==> config.mk <==
export PLATFORM = sky130hd
export DESIGN_NAME = tlc_light_monitor
export DESIGN_NICKNAME = d
export VERILOG_FILES = /design/src/rtl/tlc_light_monitor.sv
export SDC_FILE = /design/constraint.sdc
export NUM_CORES = 1
export LEC_CHECK = 0
export ABC_AREA = 1
export CORE_AREA = 10 10 74 76
export CTS_CLUSTER_SIZE = 20
export DETAILED_ROUTE_END_ITERATION = 16
export DIE_AREA = 0 0 84 86
export PLACE_DENSITY = 0.9
export SYNTH_ARGS = -nofsm -noshare
export SYNTH_HDL_FRONTEND = slang
export SYNTH_SLANG_ARGS = --single-unit
==> constraint.sdc <==
create_clock -name CLK -period 1.95 [get_ports CLK]
set_clock_uncertainty 0.05 [all_clocks]
set_input_delay 0.2925 -clock CLK [delete_from_list [all_inputs] [get_ports CLK]]
set_output_delay 0.2925 -clock CLK [all_outputs]
set_load 0.1 [all_outputs]
==> src/rtl/tlc_light_monitor.sv <==
// rtl/tlc_light_monitor.sv - lamp-output safety watchdog for the traffic light controller
// Decodes lamps into a phase each cycle, checks sequence and dwell bounds, counts green cycles.
module tlc_light_monitor #(
    parameter int MIN_GREEN  = 2,
    parameter int MIN_YELLOW = 1,
    parameter int MAX_YELLOW = 2,
    parameter int CNT_W      = 8
) (
    input  logic             CLK,
    input  logic             clr,
    input  logic             MG,
    input  logic             MY,
    input  logic             MR,
    input  logic             MA,
    input  logic             SG,
    input  logic             SY,
    input  logic             SR,
    output logic [2:0]       phase,
    output logic [CNT_W-1:0] dwell,
    output logic             err_conflict,
    output logic             err_lamp,
    output logic             err_seq,
    output logic             err_time,
    output logic [2:0]       err_code,
    output logic [CNT_W-1:0] main_cycles,
    output logic [CNT_W-1:0] side_cycles
);

    typedef enum logic [2:0] {
        P_INIT = 3'd0,
        P_MG   = 3'd1,
        P_MY   = 3'd2,
        P_AR   = 3'd3,
        P_SG   = 3'd4,
        P_SY   = 3'd5,
        P_BAD  = 3'd7
    } phase_t;

    localparam logic [CNT_W-1:0] DWELL_MAX = {CNT_W{1'b1}};
    localparam logic [CNT_W-1:0] MIN_G     = CNT_W'(MIN_GREEN);
    localparam logic [CNT_W-1:0] MIN_Y     = CNT_W'(MIN_YELLOW);
    localparam logic [CNT_W-1:0] MAX_Y     = CNT_W'(MAX_YELLOW);

    phase_t     cur;
    phase_t     nxt;
    logic       last_side;
    logic       main_ok;
    logic       side_ok;
    logic       conflict;
    logic       lamp_bad;
    logic       trans;
    logic       seq_ok;
    logic       seq_bad;
    logic       time_bad;
    logic [2:0] code_now;

    assign phase = cur;

    always_comb begin
        main_ok  = (MG & ~MY & ~MR) | (~MG & MY & ~MR) | (~MG & ~MY & MR);
        side_ok  = (SG & ~SY & ~SR) | (~SG & SY & ~SR) | (~SG & ~SY & SR);
        conflict = (MG | MY) & (SG | SY);
        lamp_bad = ~main_ok | ~side_ok | (MA & ~MG);

        // Only meaningful when both roads are one-hot and not in conflict.
        nxt = P_AR;
        if (MG)
            nxt = P_MG;
        else if (MY)
            nxt = P_MY;
        else if (SG)
            nxt = P_SG;
        else if (SY)
            nxt = P_SY;

        trans = ~conflict & ~lamp_bad & (cur != P_INIT) & (cur != P_BAD) & (nxt != cur);

        seq_ok = 1'b0;
        case (cur)
            P_MG:    seq_ok = (nxt == P_MY);
            P_SG:    seq_ok = (nxt == P_SY);
            P_MY:    seq_ok = (nxt == P_SG) | (nxt == P_AR);
            P_SY:    seq_ok = (nxt == P_MG) | (nxt == P_AR);
            P_AR:    seq_ok = last_side ? (nxt == P_MG) : (nxt == P_SG);
            default: seq_ok = 1'b0;
        endcase
        seq_bad = trans & ~seq_ok;

        time_bad = 1'b0;
        if (trans) begin
            if ((cur == P_MG || cur == P_SG) && dwell < MIN_G)
                time_bad = 1'b1;
            if ((cur == P_MY || cur == P_SY) && (dwell < MIN_Y || dwell > MAX_Y))
                time_bad = 1'b1;
        end

        code_now = 3'd0;
        if (conflict)
            code_now = 3'd1;
        else if (lamp_bad)
            code_now = 3'd2;
        else if (seq_bad)
            code_now = 3'd3;
        else if (time_bad)
            code_now = 3'd4;
    end

    always_ff @(posedge CLK) begin
        if (!clr) begin
            cur          <= P_INIT;
            dwell        <= '0;
            err_conflict <= 1'b0;
            err_lamp     <= 1'b0;
            err_seq      <= 1'b0;
            err_time     <= 1'b0;
            err_code     <= 3'd0;
            main_cycles  <= '0;
            side_cycles  <= '0;
            last_side    <= 1'b1;
        end else begin
            if (conflict) err_conflict <= 1'b1;
            if (lamp_bad) err_lamp     <= 1'b1;
            if (seq_bad)  err_seq      <= 1'b1;
            if (time_bad) err_time     <= 1'b1;
            if (err_code == 3'd0)
                err_code <= code_now;

            if (conflict || lamp_bad) begin
                cur   <= P_BAD;
                dwell <= CNT_W'(1);
            end else if (nxt == cur) begin
                if (dwell != DWELL_MAX)
                    dwell <= dwell + 1'b1;
            end else begin
                cur   <= nxt;
                dwell <= CNT_W'(1);
                if (nxt == P_MY) last_side <= 1'b0;
                if (nxt == P_SY) last_side <= 1'b1;
                if (trans && cur == P_MG && nxt == P_MY && main_cycles != DWELL_MAX)
                    main_cycles <= main_cycles + 1'b1;
                if (trans && cur == P_SG && nxt == P_SY && side_cycles != DWELL_MAX)
                    side_cycles <= side_cycles + 1'b1;
            end
        end
    end

endmodule

==> flow_summary_export.csv, run 1 <==
group,metric,value,unit
die,start_util,0.503,
global_routing,grt_pass1_wl,9250,µm
logic_synthesis,synth_top_area_cell,"dfxtp_1",
timing,fmax,0.565,GHz
power_and_ir_drop,p_sw_frac,0.315,
die,core,0.00397,mm²
global_routing,grt_antenna_before_repair,0,
power_and_ir_drop,pwr-share-seq,0.478,
routing,wl,5390,µm
placed_design,portBuffers,42,
global_routing,grt_usage,0.150,
timing,rsz0062_at_grt,"no",
clock_tree,cts_sinks,35,
clock_tree,ctsHoldBuffers,0,
logic_synthesis,ys_seq_elements,35,
timing,finalCriticalPeriod,1770,ps
logic_synthesis,ys_seq_area_frac,0.351,
hold_path,holdCritStartpoint,"err_seq$_SDFFE_PN0P_",
logic_synthesis,async_flop_share,0,
critical_path,timing.rr.start,"phase[2]$_SDFFE_PN0P_",
routing,via_count,2176,
clock_tree,htreeDepth,2,
clock_tree,root_buffer,"clkbuf_8",
power_and_ir_drop,power_frac_comb,0.191,
power_and_ir_drop,power_density,574,mW/mm²
final_layout,final_common_cell,"nand2_1",
hold_path,worstHoldPathType,"flop to flop",
logic_synthesis,synth_edf_count,0,
die,fp.dieH,86,µm
critical_path,crit_family,"simple AND/OR/NAND/NOR gates",
logic_synthesis,avgSynthCellArea,6.79,µm²
final_layout,seq_area,734,µm²
global_routing,first_global_vias,2147,
final_layout,multi_input_area,0.00113,mm²
final_layout,mostFrequentLayoutCells,"nand2_1 (67), buf_4 (53), inv_1 (39)",
logic_synthesis,yosysTopAreaCellShare,0.351,
timing,timing.final.crit_share,0.907,
outcome,outcome,"finished clean",
final_layout,antenna_cells,0,
critical_path,path_cells,"clkdlybuf4s50_1 -> inv_1 -> nand2_1 -> nand2_1 -> nor2_2 -> nand2_2 -> nor2_4 -> nand2_4 -> nor2_8 -> buf_4 -> nand4_1 -> nand2_1 -> nor2_1",
global_routing,overflow,0,
clock_tree,clk_path_buf_depth,2,
critical_path,cp-end-kind,"flop",
logic_synthesis,synth_nets,308,
power_and_ir_drop,intPower,1.07,mW
logic_synthesis,synth_cells,294,
logic_synthesis,yosys_warnings,0,
die,rows,23,
clock_tree,clk_transition_reported_paths,70,ps
critical_path,max_stage_delay,480,ps
placed_design,gp_congestion,0.884,
global_routing,grt_max_degree,17,
job,maxCapViolCount,0,
routing,ant_nets,0,
final_layout,nets,376,
critical_path,crit_slowest_cell,"clkdlybuf4s50_1",
die,dieArea,0.00722,mm²
power_and_ir_drop,vdd_drop_max,437,µV
critical_path,crit_buf_inv,3,
power_and_ir_drop,total_power,1.56,mW
routing,via_per_inst,5.27,
placed_design,place_hpwl,4230,µm
routing,drtIter0Drc,207,
power_and_ir_drop,p_leak,1.28,nW
timing,fin_ws,182,ps
critical_path,criticalPathCategory,"input port to flop",
final_layout,syn_to_final_growth,35.7,%
final_layout,layout-drive-gt1-share,0.273,
placed_design,pre_cts_ws,-329,ps
timing,slew_viol_final,0,
timing,hold_viol,0,
clock_tree,cts_made_buffers,5,
die,io_pins,43,
logic_synthesis,syn-cell-area,0.00200,mm²
critical_path,cp_common_cell,"nand2_1",
clock_tree,insertion_delay,290,ps
logic_synthesis,yosys.cell_types.count,28,
critical_path,cp-start-kind,"input port",
logic_synthesis,synth_area_leaders,"dfxtp_1 (35%), nand2_1 (13%), inv_1 (7.3%)",
timing,setup_viol,0,
critical_path,worstSetupStartpoint,"SR",
clock_tree,cts_tree,"built",
routing,drt-pass1-iter-count,4,
critical_path,worst-path-max-fanout,7,
critical_path,required,2080,ps
timing,max_slew.worst_pin.slew,526,ps
timing,whs,408,ps
timing,max-slew-margin-rel,0.649,
critical_path,arrival,1900,ps
logic_synthesis,synthFlopType,"dfxtp_1",
final_layout,n_fill_cell,333,
power_and_ir_drop,power.net_switching,490,µW
die,die_w,84,µm
routing,drc,0,
power_and_ir_drop,clockPowerShare,0.330,
routing,routedWlPerCell,13.0,µm
-- power by group through the flow --
stage / clock, mW / combinational [mW] / sequential, mW
global placement: 0 / 0.291 / 0.759
finish: 0.514 / 0.297 / 0.744
floorplan: 0 / 0.0985 / 0.861
global route: 0.557 / 0.320 / 0.745
detailed placement: 0 / 0.296 / 0.760
CTS: 0.518 / 0.298 / 0.744
-- cell type report --
class,count,area share
clock inverter,2,0.00462
tap,50,0.0231
inverter,43,0.0642
multi-input combinational,214,0.416
timing repair buffer,63,0.195
clock buffer,6,0.0268
sequential,35,0.271
-- worst register-to-register path, stage by stage, from the launching register on --
cell and delay [ps]:
dfxtp_4 370, inv_1 100, nor3_1 240, nand2_1 170
a31oi_4 280, nand2_1 140, o21ai_0 180, nor2_1 60
-- per-layer routing --
metal  up-vias  part of all wire  global-route usage
li1       1097                 -                   -
met1       997              0.42               0.164
met2        73              0.50               0.263
met3         9             0.061              0.0388
met4         0             0.014              0.0700
met5         -                 0                   0
-- state kept, by name (all words and copies together), names as in the netlist --
signal	count
side_cycles	8
err_time	1
err_lamp	1
main_cycles	8
err_code	3
err_seq	1
err_conflict	1
dwell	8
last_side	1
phase	3
-- path summary, 6_finish.rpt --
| path | to | slack, ps | cells past startpoint |
|---|---|---|---|
| hold / removal | err_seq$_SDFFE_PN0P_ | 410 | 2 |
| hold reg to reg | err_seq$_SDFFE_PN0P_ | 410 | 2 |
| setup reg to reg | side_cycles[0]$_SDFFE_PN0P_ | 260 | 7 |
| setup / recovery | side_cycles[6]$_SDFFE_PN0P_ | 180 | 13 |
-- cells in the mapped netlist (2+ instances only) --
| library cell | instances |
|---|---|
| a21oi_1 | 18 |
| a31oi_1 | 4 |
| clkbuf_1 | 2 |
| dfxtp_1 | 35 |
| ha_1 | 5 |
| inv_1 | 39 |
| inv_2 | 2 |
| nand2_1 | 68 |
| nand2_2 | 2 |
| nand3_1 | 22 |
| nand4_1 | 14 |
| nor2_1 | 36 |
| nor2_2 | 2 |
| nor2_4 | 2 |
| nor3_1 | 7 |
| o211ai_1 | 2 |
| o21ai_0 | 14 |
| xnor2_1 | 6 |
| xor2_1 | 5 |
-- per-stage QoR --
step | utilization | instance area (µm²) | cells | setup TNS, ps
2_1_floorplan | - | 2030 | 294 | -22.1
3_3_place_gp | 0.654 | 2600 | 404 | -5550
3_5_place_dp | 0.654 | 2600 | 404 | -6830
4_1_cts | 0.678 | 2690 | 412 | 0
5_1_grt | 0.682 | 2710 | 413 | 0
6_report | 0.682 | 2710 | 413 | 0
-- timing repair --
action                                  4_1_cts  5_1_grt
hold endpoints to repair                      0        0
gates cloned                                  0        0
resized for setup                             2        4
pin swaps                                     1        1
endpoints found under the setup margin        4       26
setup buffers                                 0        1
-- logic make-up after synthesis --
family / Yosys count / share of synthesized area
buffers and inverters: 45 / 0.0909
AND/OR/NAND/NOR: 157 / 0.365
XOR/XNOR: 11 / 0.0482
adder cells (fa/ha/maj): 5 / 0.0313
AO/OA/AOI/OAI: 41 / 0.114
flip-flops: 35 / 0.351
(Power assumes the default switching activity.)
==> run 2, diff against run 1 <==
- CORE_AREA: 10 10 74 76 -> 10 10 78 80
- CTS_CLUSTER_DIAMETER: default -> 60
- DIE_AREA: 0 0 84 86 -> 0 0 88 90
- PLACE_DENSITY: 0.9 -> 0.83
- REMOVE_ABC_BUFFERS: default -> 1
==> run 2 against run 1 <==
  * Register-to-register slack got worse by 40 ps
  * Wire length decreased by 2.7%
  * Utilization decreased by 7.0 points
  * Maximum frequency decreased by 1.1%
  * Critical path type unchanged
  * Critical endpoint is now main_cycles[1]$_SDFFE_PN0P_
==> flow_summary_export.csv, run 2 (synthesis results as in run 1) <==
group,metric,value,unit
critical_path,path_cells,"clkdlybuf4s50_1 -> inv_1 -> nand2_1 -> nand2_1 -> nor2_2 -> nand2_2 -> nor2_4 -> nand2_4 -> nor2_8 -> nand2_8 -> o21ai_0 -> nor2_1",
routing,wl,5240,µm
routing,met1_length,2170,µm
routing,drtIter0Drc,176,
critical_path,max_stage_delay,470,ps
global_routing,overflow,0,
timing,setup_viol,0,
final_layout,n_fill_cell,397,
global_routing,grt_max_degree,17,
critical_path,cp-end-kind,"flop",
global_routing,first_global_vias,2126,
placed_design,gp_congestion,0.870,
clock_tree,cts_sinks,35,
power_and_ir_drop,p_leak,1.31,nW
final_layout,mostFrequentLayoutCells,"nand2_1 (67), buf_4 (46), inv_1 (39)",
critical_path,crit_family,"simple AND/OR/NAND/NOR gates",
die,start_util,0.434,
power_and_ir_drop,vdd_drop_max,297,µV
clock_tree,htreeDepth,2,
job,maxCapViolCount,0,
timing,hold_viol,0,
routing,dr.max_layer_used,"met4",
final_layout,final_cells,420,
timing,rsz0062_at_grt,"no",
global_routing,grt_antenna_before_repair,0,
outcome,outcome,"finished clean",
critical_path,cp-start-kind,"input port",
routing,drc,0,
timing,max-slew-margin-rel,0.673,
critical_path,rrSetupSlack,220,ps
timing,finalCriticalPeriod,1790,ps
routing,dr_wl_met2,2600,µm
final_layout,layout-drive-gt1-share,0.224,
routing,via_count,2155,
critical_path,required,2080,ps
clock_tree,cts_tree,"built",
die,rows,25,
routing,via_per_inst,5.13,
final_layout,final_common_cell,"nand2_1",
timing,slew_viol_final,0,
critical_path,crit_buf_inv,2,
routing,route.met3.wl,373,µm
clock_tree,cts_made_buffers,5,
critical_path,cp_common_cell,"nand2_1",
critical_path,worst-path-max-fanout,8,
power_and_ir_drop,total_power,1.56,mW
clock_tree,ctsHoldBuffers,0,
die,fp.dieH,90,µm
timing,fin_ws,163,ps
placed_design,post_dp_cell_area,0.00269,mm²
routing,ant_nets,0,
critical_path,criticalPathCategory,"input port to flop",
placed_design,pre_cts_ws,-321,ps
critical_path,crit_slowest_cell,"clkdlybuf4s50_1",
placed_design,placed_cells,409,
final_layout,finish.utilization,0.612,
clock_tree,clk_transition_reported_paths,70,ps
timing,max_slew.worst_pin.slew,489,ps
global_routing,grt_usage,0.140,
critical_path,arrival,1920,ps
timing,timing.final.crit_share,0.917,
final_layout,seq_area,703,µm²
routing,routedWlPerCell,12.5,µm
final_layout,final_area,0.00281,mm²
clock_tree,insertion_delay,290,ps
die,dieArea,0.00792,mm²
die,die_w,88,µm
timing,whs,404,ps
final_layout,multi_input_area,0.00114,mm²
clock_tree,clk_path_buf_depth,2,
timing,fmax,0.560,GHz
hold_path,worstHoldPathType,"flop to flop",
final_layout,syn_to_final_growth,40.9,%
die,core,0.00460,mm²
power_and_ir_drop,power_density,553,mW/mm²
routing,drt-pass1-iter-count,4,
placed_design,place_hpwl,4020,µm
final_layout,antenna_cells,0,
final_layout,nets,379,
placed_design,portBuffers,42,
global_routing,grt_pass1_wl,9450,µm
final_layout,top_regs,"dwell: 8 flops, main_cycles: 8 flops, side_cycles: 8 flops",
clock_tree,root_buffer,"clkbuf_8",
timing,setup-tns-final,0,ps
die,io_pins,43,
==> run 2: cell types whose count changed in the layout (fill, tap and decap cells not counted), sizes merged <==
cell          before  now
buf               55   57
clkinvlp           1    0
dlymetal6s2s       4    3
clkbuf             6    7
dlygate4sd2        0    1
nor2              41   42
==> run 2: layout make-up <==
type | instances | share of cell area
repair buffers | 65 | 0.232
well taps | 54 | 0.0240
inverters | 43 | 0.0618
clock buffers | 7 | 0.0271
flip-flops and latches | 35 | 0.250
multi-input cells | 215 | 0.404
clock inverters | 1 | 0.00178
==> run 2: final timing paths <==
path,end,cells past startpoint,from
max,main_cycles[1]$_SDFFE_PN0P_,12,SR
min,err_seq$_SDFFE_PN0P_,2,err_seq$_SDFFE_PN0P_
max reg2reg,main_cycles[1]$_SDFFE_PN0P_,10,phase[2]$_SDFFE_PN0P_
min reg2reg,err_seq$_SDFFE_PN0P_,2,err_seq$_SDFFE_PN0P_
==> run 2: power breakdown <==
part	internal (mW)	switching [mW]
sequential	0.730	0.0166
clock	0.250	0.253
combinational	0.0948	0.211
total	1.08	0.480
==> run 2: timing repair <==
action / in CTS / in global routing
endpoints found under the setup margin: 2 / 26
pin swaps: 1 / 2
gates cloned: 0 / 1
setup buffers: 0 / 2
resized for setup: 1 / 8
==> run 2: layer usage <==
layer  vias up  GRT usage
met2        57      0.235
met3        11     0.0379
met4         0     0.0532
li1       1101          -
met1       986      0.162
met5         -          0
==> run 2: worst reg2reg max path, delay by kind of cell (launching register included) <==
kind	cells	cell delay (ps)
compound gates	1	190
buf+inv	1	190
flops	1	360
simple gates	8	850
